`src/rtl/mem_access_unit_if.sv`:
```
// Request/response and data_mem port bundle for mem_access_unit.
// slave is the unit's view; master is the pipeline/memory side.
interface mem_access_unit_if #(
    parameter int WORD_SIZE = 32
);
    logic                 req_valid;
    logic                 req_ready;
    logic                 req_we;
    logic [1:0]           req_size;
    logic                 req_signed;
    logic [WORD_SIZE-1:0] req_addr;
    logic [WORD_SIZE-1:0] req_wdata;
    logic                 resp_valid;
    logic [WORD_SIZE-1:0] resp_rdata;
    logic                 resp_fault;
    logic                 mem_read_en;
    logic                 mem_write_en;
    logic [WORD_SIZE-1:0] mem_addr;
    logic [WORD_SIZE-1:0] mem_wdata;
    logic [WORD_SIZE-1:0] mem_rdata;

    modport slave (
        input  req_valid, req_we, req_size, req_signed, req_addr, req_wdata, mem_rdata,
        output req_ready, resp_valid, resp_rdata, resp_fault,
               mem_read_en, mem_write_en, mem_addr, mem_wdata
    );

    modport master (
        output req_valid, req_we, req_size, req_signed, req_addr, req_wdata, mem_rdata,
        input  req_ready, resp_valid, resp_rdata, resp_fault,
               mem_read_en, mem_write_en, mem_addr, mem_wdata
    );
endinterface

```
`src/rtl/mem_access_unit.sv`:
```
// MEM-stage load/store unit: sub-word loads/stores over a word-only data_mem,
// big-endian lanes, read-modify-write for sub-word stores, fault detection.
module mem_access_unit #(
    parameter int                   WORD_SIZE = 32,
    parameter logic [WORD_SIZE-1:0] MEM_BASE  = 32'd1024
) (
    input  logic               clk,
    input  logic               rst_n,
    mem_access_unit_if.slave   bus
);
    localparam logic [2:0] ST_IDLE   = 3'd0;
    localparam logic [2:0] ST_LOAD   = 3'd1;
    localparam logic [2:0] ST_RMW_RD = 3'd2;
    localparam logic [2:0] ST_WRITE  = 3'd3;
    localparam logic [2:0] ST_RESP   = 3'd4;

    logic [2:0]           state_r, state_nx_s;
    logic [WORD_SIZE-1:0] addr_r;
    logic [1:0]           size_r;
    logic                 signed_r;
    logic                 fault_r;
    logic [WORD_SIZE-1:0] merge_r;
    logic [WORD_SIZE-1:0] rdata_r;
    logic                 fault_s;
    logic [WORD_SIZE-1:0] load_val_s;
    logic [WORD_SIZE-1:0] merge_val_s;

    // Big-endian lane select: ~off gives the lane's distance from the LSB end.
    function automatic logic [WORD_SIZE-1:0] extract_lane(
        input logic [WORD_SIZE-1:0] word, input logic [1:0] off,
        input logic [1:0] size, input logic sgn);
        logic [7:0]  b;
        logic [15:0] h;
        b = word[{~off, 3'b000} +: 8];
        h = word[{~off[1], 4'b0000} +: 16];
        case (size)
            2'b00:   extract_lane = sgn ? {{(WORD_SIZE-8){b[7]}}, b}   : {{(WORD_SIZE-8){1'b0}}, b};
            2'b01:   extract_lane = sgn ? {{(WORD_SIZE-16){h[15]}}, h} : {{(WORD_SIZE-16){1'b0}}, h};
            default: extract_lane = word;
        endcase
    endfunction

    function automatic logic [WORD_SIZE-1:0] merge_lane(
        input logic [WORD_SIZE-1:0] word, input logic [WORD_SIZE-1:0] data,
        input logic [1:0] off, input logic [1:0] size);
        logic [WORD_SIZE-1:0] w;
        w = word;
        case (size)
            2'b00:   w[{~off, 3'b000} +: 8]    = data[7:0];
            2'b01:   w[{~off[1], 4'b0000} +: 16] = data[15:0];
            default: w = data;
        endcase
        merge_lane = w;
    endfunction

    // Request fault decode and lane datapaths.
    always_comb begin
        fault_s = (bus.req_size == 2'b11)
               || ((bus.req_size == 2'b01) && bus.req_addr[0])
               || ((bus.req_size == 2'b10) && (bus.req_addr[1:0] != 2'b00))
               || (bus.req_addr < MEM_BASE);
        load_val_s  = extract_lane(bus.mem_rdata, addr_r[1:0], size_r, signed_r);
        merge_val_s = merge_lane(bus.mem_rdata, merge_r, addr_r[1:0], size_r);
    end

    // Next-state logic.
    always_comb begin
        state_nx_s = ST_IDLE;
        case (state_r)
            ST_IDLE: begin
                if (!bus.req_valid)            state_nx_s = ST_IDLE;
                else if (fault_s)              state_nx_s = ST_RESP;
                else if (!bus.req_we)          state_nx_s = ST_LOAD;
                else if (bus.req_size == 2'b10) state_nx_s = ST_WRITE;
                else                           state_nx_s = ST_RMW_RD;
            end
            ST_LOAD:   state_nx_s = ST_RESP;
            ST_RMW_RD: state_nx_s = ST_WRITE;
            ST_WRITE:  state_nx_s = ST_RESP;
            ST_RESP:   state_nx_s = ST_IDLE;
            default:   state_nx_s = ST_IDLE;
        endcase
    end

    // Outputs decoded from state so a reset drops memory enables immediately.
    always_comb begin
        bus.req_ready    = (state_r == ST_IDLE);
        bus.resp_valid   = (state_r == ST_RESP);
        bus.resp_fault   = (state_r == ST_RESP) && fault_r;
        bus.resp_rdata   = rdata_r;
        bus.mem_read_en  = (state_r == ST_LOAD) || (state_r == ST_RMW_RD);
        bus.mem_write_en = (state_r == ST_WRITE);
        if (bus.mem_read_en || bus.mem_write_en) begin
            bus.mem_addr = {addr_r[WORD_SIZE-1:2], 2'b00};
        end else begin
            bus.mem_addr = {WORD_SIZE{1'b0}};
        end
        if (bus.mem_write_en) begin
            bus.mem_wdata = merge_r;
        end else begin
            bus.mem_wdata = {WORD_SIZE{1'b0}};
        end
    end

    // State and datapath registers; merge_r carries the store data until RMW.
    always_ff @(posedge clk or negedge rst_n) begin
        if (!rst_n) begin
            state_r  <= ST_IDLE;
            addr_r   <= {WORD_SIZE{1'b0}};
            size_r   <= 2'b00;
            signed_r <= 1'b0;
            fault_r  <= 1'b0;
            merge_r  <= {WORD_SIZE{1'b0}};
            rdata_r  <= {WORD_SIZE{1'b0}};
        end else begin
            state_r <= state_nx_s;
            case (state_r)
                ST_IDLE: begin
                    if (bus.req_valid) begin
                        addr_r   <= bus.req_addr;
                        size_r   <= bus.req_size;
                        signed_r <= bus.req_signed;
                        fault_r  <= fault_s;
                        merge_r  <= bus.req_wdata;
                        if (fault_s) rdata_r <= {WORD_SIZE{1'b0}};
                    end
                end
                ST_LOAD:   rdata_r <= load_val_s;
                ST_RMW_RD: merge_r <= merge_val_s;
                ST_WRITE:  rdata_r <= {WORD_SIZE{1'b0}};
                default:   ;
            endcase
        end
    end
endmodule

```
`src/flat_wrapper.sv`:
```
// flat-port wrapper written by rule: the top's interface ports become plain ports
module mem_access_unit_flat 
#(
    parameter int                   WORD_SIZE = 32,
    parameter logic [WORD_SIZE-1:0] MEM_BASE  = 32'd1024
)
  (clk, rst_n, bus_req_valid, bus_req_we, bus_req_size, bus_req_signed, bus_req_addr, bus_req_wdata, bus_mem_rdata, bus_req_ready, bus_resp_valid, bus_resp_rdata, bus_resp_fault, bus_mem_read_en, bus_mem_write_en, bus_mem_addr, bus_mem_wdata);
  mem_access_unit_if #(.WORD_SIZE(WORD_SIZE)) bus_i ();
  input  logic clk;
  input  logic rst_n;
  input wire logic [$bits(bus_i.req_valid)-1:0] bus_req_valid;
  input wire logic [$bits(bus_i.req_we)-1:0] bus_req_we;
  input wire logic [$bits(bus_i.req_size)-1:0] bus_req_size;
  input wire logic [$bits(bus_i.req_signed)-1:0] bus_req_signed;
  input wire logic [$bits(bus_i.req_addr)-1:0] bus_req_addr;
  input wire logic [$bits(bus_i.req_wdata)-1:0] bus_req_wdata;
  input wire logic [$bits(bus_i.mem_rdata)-1:0] bus_mem_rdata;
  output wire logic [$bits(bus_i.req_ready)-1:0] bus_req_ready;
  output wire logic [$bits(bus_i.resp_valid)-1:0] bus_resp_valid;
  output wire logic [$bits(bus_i.resp_rdata)-1:0] bus_resp_rdata;
  output wire logic [$bits(bus_i.resp_fault)-1:0] bus_resp_fault;
  output wire logic [$bits(bus_i.mem_read_en)-1:0] bus_mem_read_en;
  output wire logic [$bits(bus_i.mem_write_en)-1:0] bus_mem_write_en;
  output wire logic [$bits(bus_i.mem_addr)-1:0] bus_mem_addr;
  output wire logic [$bits(bus_i.mem_wdata)-1:0] bus_mem_wdata;
  assign bus_i.req_valid = bus_req_valid;
  assign bus_i.req_we = bus_req_we;
  assign bus_i.req_size = bus_req_size;
  assign bus_i.req_signed = bus_req_signed;
  assign bus_i.req_addr = bus_req_addr;
  assign bus_i.req_wdata = bus_req_wdata;
  assign bus_i.mem_rdata = bus_mem_rdata;
  assign bus_req_ready = bus_i.req_ready;
  assign bus_resp_valid = bus_i.resp_valid;
  assign bus_resp_rdata = bus_i.resp_rdata;
  assign bus_resp_fault = bus_i.resp_fault;
  assign bus_mem_read_en = bus_i.mem_read_en;
  assign bus_mem_write_en = bus_i.mem_write_en;
  assign bus_mem_addr = bus_i.mem_addr;
  assign bus_mem_wdata = bus_i.mem_wdata;
  mem_access_unit #(.WORD_SIZE(WORD_SIZE), .MEM_BASE(MEM_BASE)) u_core (.clk(clk), .rst_n(rst_n), .bus(bus_i));
endmodule
```
`config.mk`:
```
export PLATFORM = sky130hd
export DESIGN_NAME = mem_access_unit_flat
export DESIGN_NICKNAME = d
export VERILOG_FILES = /design/src/rtl/mem_access_unit_if.sv /design/src/rtl/mem_access_unit.sv /design/src/flat_wrapper.sv
export SDC_FILE = /design/constraint.sdc
export NUM_CORES = 1
export LEC_CHECK = 0
export ABC_AREA = 1
export CORE_UTILIZATION = 58
export CTS_CLUSTER_DIAMETER = 30
export DETAILED_ROUTE_END_ITERATION = 8
export DONT_BUFFER_PORTS = 1
export PLACE_DENSITY = 0.83
export SLEW_MARGIN = 20
export SYNTH_ARGS = -nofsm -noshare
export SYNTH_HDL_FRONTEND = slang
export SYNTH_SLANG_ARGS = --single-unit
export TNS_END_PERCENT = 50
```
`constraint.sdc`:
```
create_clock -name clk -period 1.8 [get_ports clk]
set_input_delay 0.09 -clock clk [delete_from_list [all_inputs] [get_ports clk]]
set_output_delay 0.09 -clock clk [all_outputs]
set_load 0.1 [all_outputs]
```
==> results of run 1 <==
==> synthesized netlist by cell type, types with 8 or more instances <==
master / number
o21ai_2: 9
o21ai_0: 73
inv_1: 120
a21oi_1: 39
nand2_1: 308
dfrtp_1: 103
nand3_1: 33
clkbuf_1: 16
o22ai_1: 16
buf_2: 21
nand4_1: 8
nor2_1: 115
==> kinds of logic after synthesis <==
logic type | count (synthesis) | synth area share
AO/OA/AOI/OAI | 160 | 0.1451
adder cells (fa/ha/maj) | 5 | 0.009789
buffers and inverters | 174 | 0.1155
flip-flops | 103 | 0.4033
other | 1 | 0.0005868
AND/OR/NAND/NOR | 491 | 0.3258
==> what timing repair did <==
| action | in CTS |
|---|---|
| gates resized for setup | 39 |
| hold buffers | 79 |
| endpoints found under the setup margin | 62 |
| hold endpoints to repair | 179 |
| pin swaps | 2 |
| buffers inserted | 5 |
==> stage by stage <==
step | setup TNS [ns] | hold slack (ns) | worst slack [ns] | cell area [um2] | utilization
4_1_cts | -0.1792 | -0.6197 | -0.02848 | 9285 | 0.8836
3_3_place_gp | 0 | -0.2019 | 0.1205 | 8084 | 0.7693
2_1_floorplan | -25.75 | -0.2056 | -0.3524 | 6711 | -
3_5_place_dp | 0 | -0.2024 | 0.08688 | 8084 | 0.7693
==> routing by layer <==
layer	track usage	GRT overflow
met2	0.8691	1
met5	0.06667	0
met3	0.4657	0
met1	0.6416	0
met4	0.6409	1
==> metrics.md, run 1 <==
| Metric | Value |
|---|---|
| Num ports | `204` |
| Syn avg cell area | `6.843 um2` |
| Die H | `107.0 um` |
| Post-Syn Instances | `934` |
| Fail Step | `5_1_grt` |
| Outcome | `aborted with a tool error` |
| CTS root buf | `clkbuf_8` |
| Error msg | `[ERROR GRT-0232] Routing congestion too high. Check the congestion heatmap in the GUI.` |
| Sink Count | `103` |
| Gr ovfl total | `2` |
| Post-synthesis sequential area ratio | `0.4033` |
| DP Wirelength | `14,610 um` |
| Worst ep type | `primary output` |
| H-tree Lvls | `3` |
| Site Rows | `37` |
| Gr usage total | `0.6526` |
| Largest net degree at the start of global routing | `104` |
| Chip width | `107.0 um` |
| Last worst endpoint in the global-route repair_timing | `bus_mem_wdata[3]` |
| Predominant post-synthesis flop cell | `dfrtp_1` |
| CTS Buf Count | `9` |
| Cell taking the most area after synthesis | `dfrtp_1` |
| # port buffers | `0` |
| YS warnings | `0` |
| Clk buf depth | `2` |
| Synth top area share | `0.4033` |
| Post-synth EDFFs | `0` |
| Cell variety after synth | `38` |
| Largest cells by area after synthesis | `dfrtp_1, nand2_1, inv_1` |
| Placed insts | `1,148` |
| RD Place Congestion | `1.012` |
| Mapped Area | `6391 um2` |
| Starting Density | `0.6082` |
| Async SR Flop Fraction | `1.000` |
| Synth Register Bits | `103` |
==> run 2, diff against run 1 <==
--- a/config.mk
+++ b/config.mk
@@ -6,11 +6,10 @@
 export NUM_CORES = 1
 export LEC_CHECK = 0
 export ABC_AREA = 1
-export CORE_UTILIZATION = 58
-export CTS_CLUSTER_DIAMETER = 30
+export CORE_UTILIZATION = 40
 export DETAILED_ROUTE_END_ITERATION = 8
 export DONT_BUFFER_PORTS = 1
-export PLACE_DENSITY = 0.83
+export PLACE_DENSITY_LB_ADDON = 0.15
 export SLEW_MARGIN = 20
 export SYNTH_ARGS = -nofsm -noshare
 export SYNTH_HDL_FRONTEND = slang
==> constraint.sdc (replaced) <==
create_clock -name clk -period 2.3 [get_ports clk]
set_input_delay 0.115 -clock clk [delete_from_list [all_inputs] [get_ports clk]]
set_output_delay 0.115 -clock clk [all_outputs]
set_load 0.1 [all_outputs]
==> metrics.md, run 2 <==
| Metric | Value |
|---|---|
| Final worst path period need | `1.982 ns` |
| GR peak layer | `met2` |
| DR vias | `6,349` |
| Clk buf depth | `2 (unchanged)` |
| Synth top area share | `0.4033 (unchanged)` |
| Cell taking the most area after synthesis | `dfrtp_1 (unchanged)` |
| Fin crit share | `0.8615` |
| Final Power | `13,640 uW` |
| Post-Syn Instances | `934 (unchanged)` |
| WL per Instance | `16.40 um` |
| TritonCTS clock tree | `done` |
| Critical-path top delay cell | `dfrtp_1` |
| Largest net degree at the start of global routing | `104` |
| Core area | `15,370 um2` |
| Slew Limit Headroom | `0.5964` |
| YS warnings | `0 (unchanged)` |
| Crit path cell chain | `inv_1 -> ha_1 -> nand2_1 -> o22ai_1 -> nand2_1 -> a22oi_1` |
| Syn avg cell area | `6.843 um2 (unchanged)` |
| Met2 Use GR | `0.4232` |
| Setup ws final | `0.3185 ns` |
| Violated checks | `hold timing` |
| Worst EP arrival | `2.26 ns` |
| Post-synth top cells | `nand2_1, inv_1, nor2_1, dfrtp_1, o21ai_0 (unchanged)` |
| Async SR Flop Fraction | `1.000 (unchanged)` |
| Setup bufs post-CTS | `0 (was 5)` |
| Fill cells | `1,422` |
| Gr ovfl total | `0` |
| Ant diodes | `0` |
| Final ANT Viol Nets | `0` |
| Tightest Pin Transition | `0.6054 ns` |
| Remaining DRCs | `0` |
| Hold Path Class | `primary input to asynchronous set/reset pin` |
| Most frequent cell after synthesis | `nand2_1 (unchanged)` |
| Share of cells above drive strength 1 | `0.2213` |
| CP max stage delay | `0.46 ns` |
| H-tree Lvls | `3 (unchanged)` |
| Area delta synth->final | `39.80%` |
| DP Wirelength | `15,520 um (was 14,610 um)` |
| Via density | `4.987` |
| Most frequent cells in the layout | `nand2_1, inv_1, dfrtp_1` |
| Worst setup SP type | `flop` |
| Setup TNS | `0 ns` |
| Slew Limit Fails | `0` |
| Clock skew | `0.01292 ns` |
| RSZ-0062 raised after global routing | `false` |
| Commonest non-fill, non-tap cell in the layout | `nand2_1` |
| Cell variety after synth | `38 (unchanged)` |
| Pwr/cell area | `1526 nW/um2` |
| F_max | `504.7 MHz` |
| Die H | `128.4 um (was 107.0 um)` |
| Post-synthesis sequential area ratio | `0.4033 (unchanged)` |
| Final setup violation count | `0` |
| Worst-skew pair later-pin latency | `0.36 ns` |
| Critical-path maximum fanout | `14` |
| DRT Pass-1 Iters | `5` |
| Synth Register Bits | `103 (unchanged)` |
| Worst path bufs/invs | `1` |
| First-pass GRT wire length | `32,490 um` |
| Starting DRC count in detailed routing | `493` |
| Met1 usage | `0.3221` |
| Num ports | `204 (unchanged)` |
| Worst Setup Path Type | `flop to flop` |
| Largest cells by area after synthesis | `dfrtp_1, nand2_1, inv_1 (unchanged)` |
| Post-synth EDFFs | `0 (unchanged)` |
| Reg2reg setup slack | `0.32 ns` |
| Site Rows | `45 (was 37)` |
| Drt total wl | `20,880 um` |
| Antenna violations before repair | `0` |
| Outcome | `complete, but fails checks (was aborted with a tool error)` |
| Placement Setup Slack | `0.3329 ns (was 0.08688 ns)` |
| Gr usage total | `0.2589` |
| Reg area | `2579 um2` |
| RD Place Congestion | `0.9121 (was 1.012)` |
| Post_cts resized | `0 (was 39)` |
| CP top delay family | `flip-flops` |
| Hold Fails Final Rpt | `103` |
| # port buffers | `0 (unchanged)` |
| Chip width | `128.4 um (was 107.0 um)` |
| Peak VDD IR | `982.8 uV` |
| Nets@finish | `1,166` |
| CTS Buf Count | `9 (unchanged)` |
| Starting Density | `0.4158 (was 0.6082)` |
| Reg clk slew, reported paths | `0.07 ns` |
| Met3 usage | `0.08233` |
| Predominant post-synthesis flop cell | `dfrtp_1 (unchanged)` |
| Crit end category | `flop` |
| Multi-input gate area | `3406 um2` |
| Mapped Area | `6391 um2 (unchanged)` |
| Leak pwr | `0.004400 uW` |
| Sink Count | `103 (unchanged)` |
| Max cap viols | `0` |
| Cts hold-fix bufs | `44 (was 79)` |
| DIE AREA | `16,490 um2` |
| Vias in the first global route | `6,147` |
| Worst hold margin | `-0.5462 ns` |
| Req. time, crit path | `2.58 ns` |
| CP dominant cell by count | `nand2_1` |
| CTS root buf | `clkbuf_16 (was clkbuf_8)` |
==> run 2: cell counts after synthesis <==
No cell type changed its count.
==> run 2: worst paths after layout <==
check	startpoint	endpoint	depth (start not counted)
setup reg to reg	u_core.addr_r[0]$_DFFE_PN0P_	u_core.merge_r[31]$_DFFE_PN0P_	6
hold / removal	rst_n	u_core.bus.resp_rdata[17]$_DFFE_PN0P_	0
max in group asynchronous	rst_n	u_core.merge_r[22]$_DFFE_PN0P_	0
hold reg to reg	u_core.bus.resp_rdata[4]$_DFFE_PN0P_	u_core.bus.resp_rdata[4]$_DFFE_PN0P_	2
setup / recovery	u_core.addr_r[0]$_DFFE_PN0P_	u_core.merge_r[31]$_DFFE_PN0P_	6
min in group clk	bus_mem_rdata[15]	u_core.bus.resp_rdata[15]$_DFFE_PN0P_	4
==> run 2: final cells by class <==
| cell class | instances | share of cell area |
|---|---|---|
| timing repair buffer | 158 | 0.2151 |
| multi-input combinational | 658 | 0.3812 |
| clock buffer | 10 | 0.02675 |
| tap | 211 | 0.02955 |
| sequential | 103 | 0.2886 |
| clock inverter | 5 | 0.004481 |
| inverter | 128 | 0.05433 |
==> run 2: power by group <==
part           internal [uW]  switching (uW)
clock network            771             725
logic                   2380            6820
registers               2590             361
total                   5740            7900
==> run 2: logic make-up (layout without fill, tap and decap cells) <==
| group | Yosys count | count (layout) | synth area share |
|---|---|---|---|
| simple gates | 491 | 491 | 0.3258 |
| fa+ha+maj | 5 | 5 | 0.009789 |
| compound gates | 160 | 160 | 0.1451 |
| other cells | 1 | 2 | 0.0005868 |
| flops | 103 | 103 | 0.4033 |
| buf+inv | 174 | 301 | 0.1155 |
==> run 2: routing by layer <==
| layer | wire, um | vias to the layer above |
|---|---|---|
| met5 | 0 | - |
| met4 | 531 | 0 |
| met3 | 2047 | 34 |
| met2 | 9795 | 257 |
| met1 | 8501 | 2905 |
| li1 | - | 3153 |
==> run 2: worst reg2reg max path: stages, from the launching register on <==
cell	delay, ns
dfrtp_1	0.46
inv_1	0.32
ha_1	0.43
nand2_1	0.27
o22ai_1	0.20
nand2_1	0.07
a22oi_1	0.16
==> run 2: per-stage QoR <==
| stage | hold slack (ns) | cells | instance area [um2] | util |
|---|---|---|---|---|
| finish | -0.5462 | 1273 | 8935 | 0.5813 |
| global route | -0.5645 | 1273 | 8935 | 0.5813 |
| CTS | -0.5605 | 1273 | 8935 | 0.5813 |
| detailed placement | -0.1760 | 1214 | 8215 | 0.5345 |
| global placement | -0.1757 | 1214 | 8215 | 0.5345 |
| floorplan | -0.1806 | 935 | 6649 | - |
Power figures use the tool's default switching activity.
